### src/rtl/bldc_commutator_if.sv
// bldc_commutator_if
//   Groups the commutator's control inputs and bridge/status outputs.
//   master: the side that drives hall/fault/enable/dir/pwm/clear and
//           observes gates and status (controller or bench).
//   slave : the commutator itself.
//   Signals: hall[2:0], fault_n, enable, dir, pwm_in, clear_fault (to slave);
//            INHA..INLC, sector[2:0], hall_error, fault_latched, stalled (from slave).
interface bldc_commutator_if;
  logic [2:0] hall;
  logic       fault_n;
  logic       enable;
  logic       dir;
  logic       pwm_in;
  logic       clear_fault;
  logic       INHA, INLA, INHB, INLB, INHC, INLC;
  logic [2:0] sector;
  logic       hall_error;
  logic       fault_latched;
  logic       stalled;

  modport master (
    output hall, fault_n, enable, dir, pwm_in, clear_fault,
    input  INHA, INLA, INHB, INLB, INHC, INLC,
    input  sector, hall_error, fault_latched, stalled
  );

  modport slave (
    input  hall, fault_n, enable, dir, pwm_in, clear_fault,
    output INHA, INLA, INHB, INLB, INHC, INLC,
    output sector, hall_error, fault_latched, stalled
  );
endinterface

### src/rtl/bldc_commutator.sv
// bldc_commutator
//   Hall-driven six-step commutation for a three-phase gate driver.
//   Synchronizes and filters the hall code, maps it to a sector, picks the
//   high/low switch pair for the sector and direction, and blanks all gates
//   for DEADTIME cycles on every pattern change. Latches driver faults and
//   flags a rotor that sits in one sector too long.
//   Ports:
//     CLK      system clock
//     reset_n  synchronous active-low reset
//     bus      bldc_commutator_if.slave (hall/fault/enable/dir/pwm/clear in,
//              gate pins and sector/hall_error/fault_latched/stalled out)
module bldc_commutator #(
  parameter int unsigned DEADTIME      = 64,
  parameter int unsigned HALL_FILTER   = 4,
  parameter int unsigned STALL_TIMEOUT = 16_000_000
) (
  input  logic             CLK,
  input  logic             reset_n,
  bldc_commutator_if.slave bus
);

  typedef enum logic [1:0] {S_DISABLED, S_DEADTIME, S_DRIVE, S_FAULT} state_e;

  localparam logic [8:0]  HF_LIM   = 9'(HALL_FILTER);
  localparam logic [15:0] DT_LOAD  = 16'(DEADTIME - 1);
  localparam logic [31:0] ST_LIM   = 32'(STALL_TIMEOUT);
  localparam logic [2:0]  SEC_NONE = 3'd7;

  // hall code -> sector A..F (0..5); 000/111 are not valid codes
  function automatic logic [2:0] hall2sec(input logic [2:0] h);
    case (h)
      3'b101:  return 3'd0;
      3'b100:  return 3'd1;
      3'b110:  return 3'd2;
      3'b010:  return 3'd3;
      3'b011:  return 3'd4;
      3'b001:  return 3'd5;
      default: return SEC_NONE;
    endcase
  endfunction

  // {gh[C:A], gl[C:A]} for a sector. The reverse table is the forward
  // table rotated by three sectors, so only one table is stored.
  function automatic logic [5:0] drive_pat(input logic [2:0] sec, input logic fwd);
    logic [2:0] s;
    s = sec;
    if (!fwd && sec <= 3'd5) s = (sec >= 3'd3) ? sec - 3'd3 : sec + 3'd3;
    case (s)
      3'd0:    return {3'b100, 3'b010};  // HC, LB
      3'd1:    return {3'b001, 3'b010};  // HA, LB
      3'd2:    return {3'b001, 3'b100};  // HA, LC
      3'd3:    return {3'b010, 3'b100};  // HB, LC
      3'd4:    return {3'b010, 3'b001};  // HB, LA
      3'd5:    return {3'b100, 3'b001};  // HC, LA
      default: return 6'b0;
    endcase
  endfunction

  logic [2:0]  hall_s1_q, hall_s1_d, hall_s2_q, hall_s2_d;
  logic        flt_s1_q, flt_s1_d, flt_s2_q, flt_s2_d;
  logic [2:0]  cand_q, cand_d;
  logic [7:0]  filt_cnt_q, filt_cnt_d;
  logic [2:0]  sector_q, sector_d, sec_prev_q, sec_prev_d;
  logic        hall_err_q, hall_err_d;
  logic        dir_q, dir_d, dir_prev_q, dir_prev_d;
  state_e      state_q, state_d;
  logic [15:0] dt_cnt_q, dt_cnt_d;
  logic [31:0] stall_cnt_q, stall_cnt_d;
  logic        stalled_q, stalled_d;
  logic        flt_lat_q, flt_lat_d;
  logic [2:0]  gh_q, gh_d, gl_q, gl_d;

  logic [8:0]  run;
  logic        accept;
  logic        pat_chg;
  logic        sec_ok;

  // Front end: synchronizers, hall filter, sector decode, change detect
  always_comb begin
    hall_s1_d  = bus.hall;
    hall_s2_d  = hall_s1_q;
    flt_s1_d   = bus.fault_n;
    flt_s2_d   = flt_s1_q;
    dir_d      = bus.dir;
    sec_prev_d = sector_q;
    dir_prev_d = dir_q;

    // run = length of the current streak of identical samples, this one included
    run        = (hall_s2_q == cand_q) ? {1'b0, filt_cnt_q} + 9'd1 : 9'd1;
    accept     = (run >= HF_LIM);
    cand_d     = hall_s2_q;
    filt_cnt_d = accept ? HF_LIM[7:0] : run[7:0];

    sector_d   = sector_q;
    hall_err_d = hall_err_q;
    if (accept) begin
      sector_d   = hall2sec(hall_s2_q);
      hall_err_d = (hall2sec(hall_s2_q) == SEC_NONE);
    end

    // sector/dir registers moved on the previous edge
    pat_chg = (sector_q != sec_prev_q) || (dir_q != dir_prev_q);
    sec_ok  = (sector_q != SEC_NONE);
  end

  // Commutation FSM, gate pattern, stall detection
  always_comb begin
    state_d  = state_q;
    dt_cnt_d = dt_cnt_q;
    case (state_q)
      S_DISABLED: if (bus.enable && sec_ok) begin
        state_d  = S_DEADTIME;
        dt_cnt_d = DT_LOAD;
      end
      S_DEADTIME: begin
        if (pat_chg)               dt_cnt_d = DT_LOAD;
        else if (dt_cnt_q == '0)   state_d  = S_DRIVE;
        else                       dt_cnt_d = dt_cnt_q - 16'd1;
      end
      S_DRIVE: if (pat_chg) begin
        state_d  = S_DEADTIME;
        dt_cnt_d = DT_LOAD;
      end
      S_FAULT: if (bus.clear_fault && flt_s2_q) state_d = S_DISABLED;
      default: state_d = S_DISABLED;
    endcase
    // Overrides, lowest priority first so the last one wins
    if (state_q != S_FAULT && (!bus.enable || hall_err_q)) state_d = S_DISABLED;
    if (!flt_s2_q) state_d = S_FAULT;

    gh_d = '0;
    gl_d = '0;
    if (state_d == S_DRIVE) {gh_d, gl_d} = drive_pat(sector_q, dir_q);

    // Only consecutive DRIVE cycles count; any exit (including a sector
    // change, which always leaves DRIVE) clears it
    stall_cnt_d = '0;
    if (state_q == S_DRIVE && state_d == S_DRIVE)
      stall_cnt_d = (stall_cnt_q >= ST_LIM) ? stall_cnt_q : stall_cnt_q + 32'd1;
    stalled_d = (stall_cnt_d >= ST_LIM);

    flt_lat_d = (state_d == S_FAULT);
  end

  always_ff @(posedge CLK) begin
    if (!reset_n) begin
      hall_s1_q   <= '0;
      hall_s2_q   <= '0;
      // fault synchronizer clears to the no-fault level so reset alone
      // never latches a fault
      flt_s1_q    <= 1'b1;
      flt_s2_q    <= 1'b1;
      cand_q      <= '0;
      filt_cnt_q  <= '0;
      sector_q    <= SEC_NONE;
      sec_prev_q  <= SEC_NONE;
      hall_err_q  <= 1'b0;
      dir_q       <= 1'b0;
      dir_prev_q  <= 1'b0;
      state_q     <= S_DISABLED;
      dt_cnt_q    <= '0;
      stall_cnt_q <= '0;
      stalled_q   <= 1'b0;
      flt_lat_q   <= 1'b0;
      gh_q        <= '0;
      gl_q        <= '0;
    end else begin
      hall_s1_q   <= hall_s1_d;
      hall_s2_q   <= hall_s2_d;
      flt_s1_q    <= flt_s1_d;
      flt_s2_q    <= flt_s2_d;
      cand_q      <= cand_d;
      filt_cnt_q  <= filt_cnt_d;
      sector_q    <= sector_d;
      sec_prev_q  <= sec_prev_d;
      hall_err_q  <= hall_err_d;
      dir_q       <= dir_d;
      dir_prev_q  <= dir_prev_d;
      state_q     <= state_d;
      dt_cnt_q    <= dt_cnt_d;
      stall_cnt_q <= stall_cnt_d;
      stalled_q   <= stalled_d;
      flt_lat_q   <= flt_lat_d;
      gh_q        <= gh_d;
      gl_q        <= gl_d;
    end
  end

  // PWM chops the high sides only; low sides stay solidly on
  assign bus.INHA = gh_q[0] & bus.pwm_in;
  assign bus.INHB = gh_q[1] & bus.pwm_in;
  assign bus.INHC = gh_q[2] & bus.pwm_in;
  assign bus.INLA = gl_q[0];
  assign bus.INLB = gl_q[1];
  assign bus.INLC = gl_q[2];

  assign bus.sector        = sector_q;
  assign bus.hall_error    = hall_err_q;
  assign bus.fault_latched = flt_lat_q;
  assign bus.stalled       = stalled_q;

endmodule

### src/flat_wrapper.sv
// flat-port wrapper written by rule: the top's interface ports become plain ports
module bldc_commutator_flat 
#(
  parameter int unsigned DEADTIME      = 64,
  parameter int unsigned HALL_FILTER   = 4,
  parameter int unsigned STALL_TIMEOUT = 16_000_000
)
  (CLK, reset_n, bus_hall, bus_fault_n, bus_enable, bus_dir, bus_pwm_in, bus_clear_fault, bus_INHA, bus_INLA, bus_INHB, bus_INLB, bus_INHC, bus_INLC, bus_sector, bus_hall_error, bus_fault_latched, bus_stalled);
  bldc_commutator_if bus_i ();
  input  logic CLK;
  input  logic reset_n;
  input wire logic [$bits(bus_i.hall)-1:0] bus_hall;
  input wire logic [$bits(bus_i.fault_n)-1:0] bus_fault_n;
  input wire logic [$bits(bus_i.enable)-1:0] bus_enable;
  input wire logic [$bits(bus_i.dir)-1:0] bus_dir;
  input wire logic [$bits(bus_i.pwm_in)-1:0] bus_pwm_in;
  input wire logic [$bits(bus_i.clear_fault)-1:0] bus_clear_fault;
  output wire logic [$bits(bus_i.INHA)-1:0] bus_INHA;
  output wire logic [$bits(bus_i.INLA)-1:0] bus_INLA;
  output wire logic [$bits(bus_i.INHB)-1:0] bus_INHB;
  output wire logic [$bits(bus_i.INLB)-1:0] bus_INLB;
  output wire logic [$bits(bus_i.INHC)-1:0] bus_INHC;
  output wire logic [$bits(bus_i.INLC)-1:0] bus_INLC;
  output wire logic [$bits(bus_i.sector)-1:0] bus_sector;
  output wire logic [$bits(bus_i.hall_error)-1:0] bus_hall_error;
  output wire logic [$bits(bus_i.fault_latched)-1:0] bus_fault_latched;
  output wire logic [$bits(bus_i.stalled)-1:0] bus_stalled;
  assign bus_i.hall = bus_hall;
  assign bus_i.fault_n = bus_fault_n;
  assign bus_i.enable = bus_enable;
  assign bus_i.dir = bus_dir;
  assign bus_i.pwm_in = bus_pwm_in;
  assign bus_i.clear_fault = bus_clear_fault;
  assign bus_INHA = bus_i.INHA;
  assign bus_INLA = bus_i.INLA;
  assign bus_INHB = bus_i.INHB;
  assign bus_INLB = bus_i.INLB;
  assign bus_INHC = bus_i.INHC;
  assign bus_INLC = bus_i.INLC;
  assign bus_sector = bus_i.sector;
  assign bus_hall_error = bus_i.hall_error;
  assign bus_fault_latched = bus_i.fault_latched;
  assign bus_stalled = bus_i.stalled;
  bldc_commutator #(.DEADTIME(DEADTIME), .HALL_FILTER(HALL_FILTER), .STALL_TIMEOUT(STALL_TIMEOUT)) u_core (.CLK(CLK), .reset_n(reset_n), .bus(bus_i));
endmodule
### config.mk
export PLATFORM = sky130hd
export DESIGN_NAME = bldc_commutator_flat
export DESIGN_NICKNAME = d
export VERILOG_FILES = /design/src/rtl/bldc_commutator_if.sv /design/src/rtl/bldc_commutator.sv /design/src/flat_wrapper.sv
export SDC_FILE = /design/constraint.sdc
export NUM_CORES = 1
export LEC_CHECK = 0
export CORE_MARGIN = 5
export CORE_UTILIZATION = 45
export CTS_BUF_LIST = sky130_fd_sc_hd__clkbuf_8 sky130_fd_sc_hd__clkbuf_16
export CTS_CLUSTER_SIZE = 10
export DETAILED_ROUTE_END_ITERATION = 10
export DONT_BUFFER_PORTS = 1
export PLACE_DENSITY = 0.66
export RECOVER_POWER = 100
export SLEW_MARGIN = 25
export SYNTH_ARGS = -nofsm -noshare
export SYNTH_HDL_FRONTEND = slang
export SYNTH_SLANG_ARGS = --single-unit
### constraint.sdc
create_clock -name CLK -period 6.36 [get_ports CLK]
set_input_delay 1.272 -clock CLK [delete_from_list [all_inputs] [get_ports CLK]]
set_output_delay 1.272 -clock CLK [all_outputs]
set_load 0.1 [all_outputs]
### Word level (Yosys, flattened, before mapping)

Cells that the tools add are included.

* flip-flop bits (word level): 86
* bits in latches: 0
* bits in writable memories: 0
* bits in read-only memories: 0
* input port bits: 10
* output and inout bits: 12
* word-level logic and storage cells: 97
* memories: 0

* add/sub/neg operators: 5
* multipliers: 0
* divide/modulo/power cells: 0
* magnitude comparators: 5
* eq/ne operators: 25
* shift-type cells: 0
* multiplexer cells: 23
* bitwise operators: 4
* reductions and logical operators: 16

Operators by type and width (number)
* $ge 32x24->1 const B: 2
* $mux 16: 4
* $mux 32: 2
* $pmux 16 s3: 1
* $pmux 6 s6: 1
* $add 32x1->32 const B: 1
* $eq 3x3->1 const B: 6
* $pmux 3 s6: 1
* $logic_not 16->1: 1
* $sub 16x1->16 const B: 1
* $mux 3: 5
* $mux 2: 7
* $eq 3x2->1 const B: 4
* $add 8x1->9 const B: 1
* $ge 9x3->1 const B: 1
* $mux 9: 1
* $eq 2x2->1 const B: 4
* $pmux 2 s4: 1
* $eq 3x1->1 const B: 2
* $logic_and 1x1->1: 5
* $ne 2x1->1 const B: 2
* $reduce_and 4->1: 1
* $add 3x2->3 const B: 1
* $and 1x1->1: 3
* other kinds (18): 20

### Longest topological paths before layout

* depth in word-level cells: 10
* mapped depth: 11
* depth with buffers taken out: 10

### Worst setup path before layout

Ideal clock, no wire load.

* path kind: input port to output port
* from: input bus_pwm_in
* to: output bus_INHA
* arrival time: 2.006 ns
* data required time: 5.088 ns
* setup slack: 3.082 ns
* cell stages on the path: 1
* buffers on the path: 0
* path through: and2_1

* longest elaborated chain between the ends: 1

RTL lines
* start, declared: line flat_wrapper.sv:16 `input wire logic [$bits(bus_i.pwm_in)-1:0] bus_pwm_in;`
* $and 1x1->1: line bldc_commutator.sv:190 `assign bus.INHA = gh_q[0] & bus.pwm_in;`
* end, declared: line flat_wrapper.sv:18 `output wire logic [$bits(bus_i.INHA)-1:0] bus_INHA;`

No other way between the ends.

### Worst setup path after layout

* from: input bus_pwm_in
* to: output bus_INHB

* longest elaborated chain between the ends: 1

RTL lines
* $and 1x1->1: line bldc_commutator.sv:191 `assign bus.INHB = gh_q[1] & bus.pwm_in;`
* end, declared: line flat_wrapper.sv:20 `output wire logic [$bits(bus_i.INHB)-1:0] bus_INHB;`

No other way between the ends.

==> impl_results.md <==
- Hold_buf cts: 0
- Clock latency at the later pin of the worst-skew pair: 0.36 ns
- Slowest CP cell: and2_0
- Gate power share: 0.117
- Fin Setup TNS: 0 ns
- Antenna cell count: 0
- Count of final hold-check violations: 0
- Post_cts resized: 0
- Setup violators final: 0
- Largest net degree at the start of global routing: 29
- Post-synth top area cell: dfxtp_1
- Worst path bufs/invs: 0
- Initial Util: 0.4637
- Port Buffers: 0
- Worst-path clk slew: 0.09 ns
- Slew Viols, Final: 0
- Min-Delay Path Class: reg2reg
- Post-DP Area: 3884 um2
- P_sw: 0.3399 mW
- Status: complete, no violations
- Post-synth ARST share: 0
- Crit Path Class: in2out
- Pwr Density: 272.5 nW/um2
- Setup crit start kind: primary input
- Synth cell types: 57
- GRT Util Overall: 0.1431
- Clock Path Buffers: 2
- Num ports: 22
- Final Non-Filler Cells: 537
- Worst VDD drop: 0.0001634 V
- Worst path required time: 5.09 ns
- Core area: 8217 um2
- Final WS setup: 2.793 ns
- Syn. warnings: 0
- CP max stage delay: 1.02 ns
- Syn Std Cell Area: 3810 um2
- Place WS: 3.069 ns
- Top-area cell type share of the netlist area: 0.4519
- Synth area leaders: dfxtp_1 (45%), nor2_1 (5.7%), xnor2_1 (5.5%)
- Area grow syn2layout: 6.929%
- Avg WL per Cell: 12.44 um
- Post-CTS setup buffers: 0
- Reg power frac: 0.546
- Vias/cell: 5.222
- Final Instance Area: 4074 um2
- Final wirelength: 6.679 mm
- Top achievable clock speed: 0.2803 GHz
- Yosys reg bits: 86
- Critical path peak fanout: 3
- H-tree depth: 3
- Mean Syn Cell Area: 8.943 um2
- Total iterations of the first detailed-routing run: 4
- Starting DRT DRC Count: 106
- Final GP Congestion: 0.7980
- CTS sink cnt: 86
- Crit. End Element: output pin
- CTS tree: done
- Fin crit share: 0.5609
- Static Leak: 1.484 nW
- # DRC: 0
- Crit-path cells: and2_0
- Minimum clock period after layout: 3.567 ns
- Top FF cell, synth: dfxtp_1
- Arrival time worst endpoint: 2.30 ns
- Grt total ovfl: 0
- Die extent in x: 102.0 um
- Die area: 10410 um2
- Cell row count: 33
- Routed vias: 2804
- Post-synthesis cell count: 426
- Sw frac: 0.3062
- Dpl cells: 521
- Clk_skew: 0.01295 ns
- Power Internal: 0.7701 mW
- Die height: 102.0 um
- Clk pwr share: 0.336
- Root buffer cell: clkbuf_8
- Post-synth EDFFs: 0
- Worst-Margin Slew: 1.386 ns
- Number of nets with antenna violations after routing: 0
- Max-cap violations: 0
- Layout Nets: 446
- Worst slew margin: 0.07581
- RSZ-0062 raised after global routing: no
- Num CTS Buffers: 9
- Cell family with most CP delay: simple AND/OR/NAND/NOR gates
- HPWL after detailed placement: 4.837 mm
- Seq/Total Area, Yosys: 0.4519
- Vias in the first global route: 2641
- Share of layout cells above drive strength 1: 0.08102
- Antenna violations before repair: 0
- First-pass GRT wire length: 11.81 mm
## power groups by stage
stage	Combinational, mW	Clock [mW]	Sequential (mW)
finish	0.130	0.373	0.606
CTS	0.130	0.385	0.607
global route	0.149	0.413	0.611
floorplan	0.111	0	0.612
global placement	0.125	0	0.618
detailed placement	0.129	0	0.619
## routing by layer
| layer | vias to the layer above | global-route usage | wire length (um) |
|---|---|---|---|
| li1 | 1456 | - | - |
| met1 | 1296 | 0.1764 | 3159 |
| met2 | 48 | 0.2249 | 3089 |
| met3 | 4 | 0.06485 | 372 |
| met4 | 0 | 0.04440 | 57 |
| met5 | - | 0 | 0 |
## per-stage QoR
stage          hold WS, ns  power (mW)  utilization
2_1_floorplan       0.3863      0.7232            -
3_3_place_gp        0.4021      0.7427       0.4724
3_5_place_dp        0.3963      0.7482       0.4727
4_1_cts             0.4188       1.121       0.4961
5_1_grt             0.4561       1.173       0.4958
6_report            0.4183       1.110       0.4958
## cells by family after synthesis
kind of cell | Yosys count | share of synthesized area
adders and majority gates | 9 | 0.02956
muxes | 3 | 0.008210
AOI/OAI and AO/OA | 57 | 0.1035
xor gates and xnor gates | 41 | 0.09425
buffers and inverters | 26 | 0.03152
other | 1 | 0.0009843
and+or+nand+nor | 203 | 0.2801
DFF | 86 | 0.4519
## cells in the final DEF, fill, tap and decap left out, drive strengths merged, types with 12 or more instances in the layout
master / netlist / layout
and2: 30 / 30
nand3: 18 / 18
dfxtp: 86 / 86
nor2: 58 / 58
o21ai: 21 / 21
a21oi: 12 / 12
nor3: 12 / 12
xnor2: 24 / 24
xor2: 17 / 17
nand2: 38 / 38
inv: 12 / 18
## synth_stat cells, types with 2 or more instances
library cell and number:
o41ai_1 2, clkbuf_1 9, and4_2 2, and2_2 2, or4_1 2, ha_1 9
a31oi_1 2, a211oi_1 2, o21ai_0 20, xnor2_1 24, nor3_1 11, and2_1 28
nand2_1 38, inv_1 12, nand2b_1 4, o211ai_1 5, and3_1 6, and4_1 3
nor2_1 58, a21oi_1 12, mux2i_1 2, dfxtp_1 86, xor2_1 17, nand4_1 8
nor4_2 2, o21a_1 2, nor2b_1 3, or3_1 5, nand3_1 18, nor4_1 5
## layout make-up
type	instances	area, um2
inverter	12	45.04
fill	791	4143
clock inverter	7	68.82
sequential	86	1722
tap	105	131.4
clock buffer	9	123.9
multi-input combinational	318	1983
## path summary, 6_finish.rpt
kind	start	endpoint	slack (ns)	cells after the start
worst max-delay path	bus_pwm_in	bus_INHB	2.79	1
worst min-delay path	u_core.flt_s1_q	u_core.flt_s2_q	0.42	1
worst max register to register	u_core.bus.sector[0]	u_core.stall_cnt_q[1]	3.20	5
worst min register to register	u_core.flt_s1_q	u_core.flt_s2_q	0.42	1
## sequential cells by signal (all words and copies together), names as in the netlist, 2 cells and up
name	count
u_core.cand_d	3
u_core.cand_q	3
u_core.stall_cnt_q	32
u_core.gl_q	3
u_core.dt_cnt_q	16
u_core.hall_s1_q	3
u_core.bus.sector	3
u_core.sec_prev_q	3
u_core.gh_q	3
u_core.filt_cnt_q	8
u_core.state_q	2
Note: power is estimated with default switching activity, not from simulation.
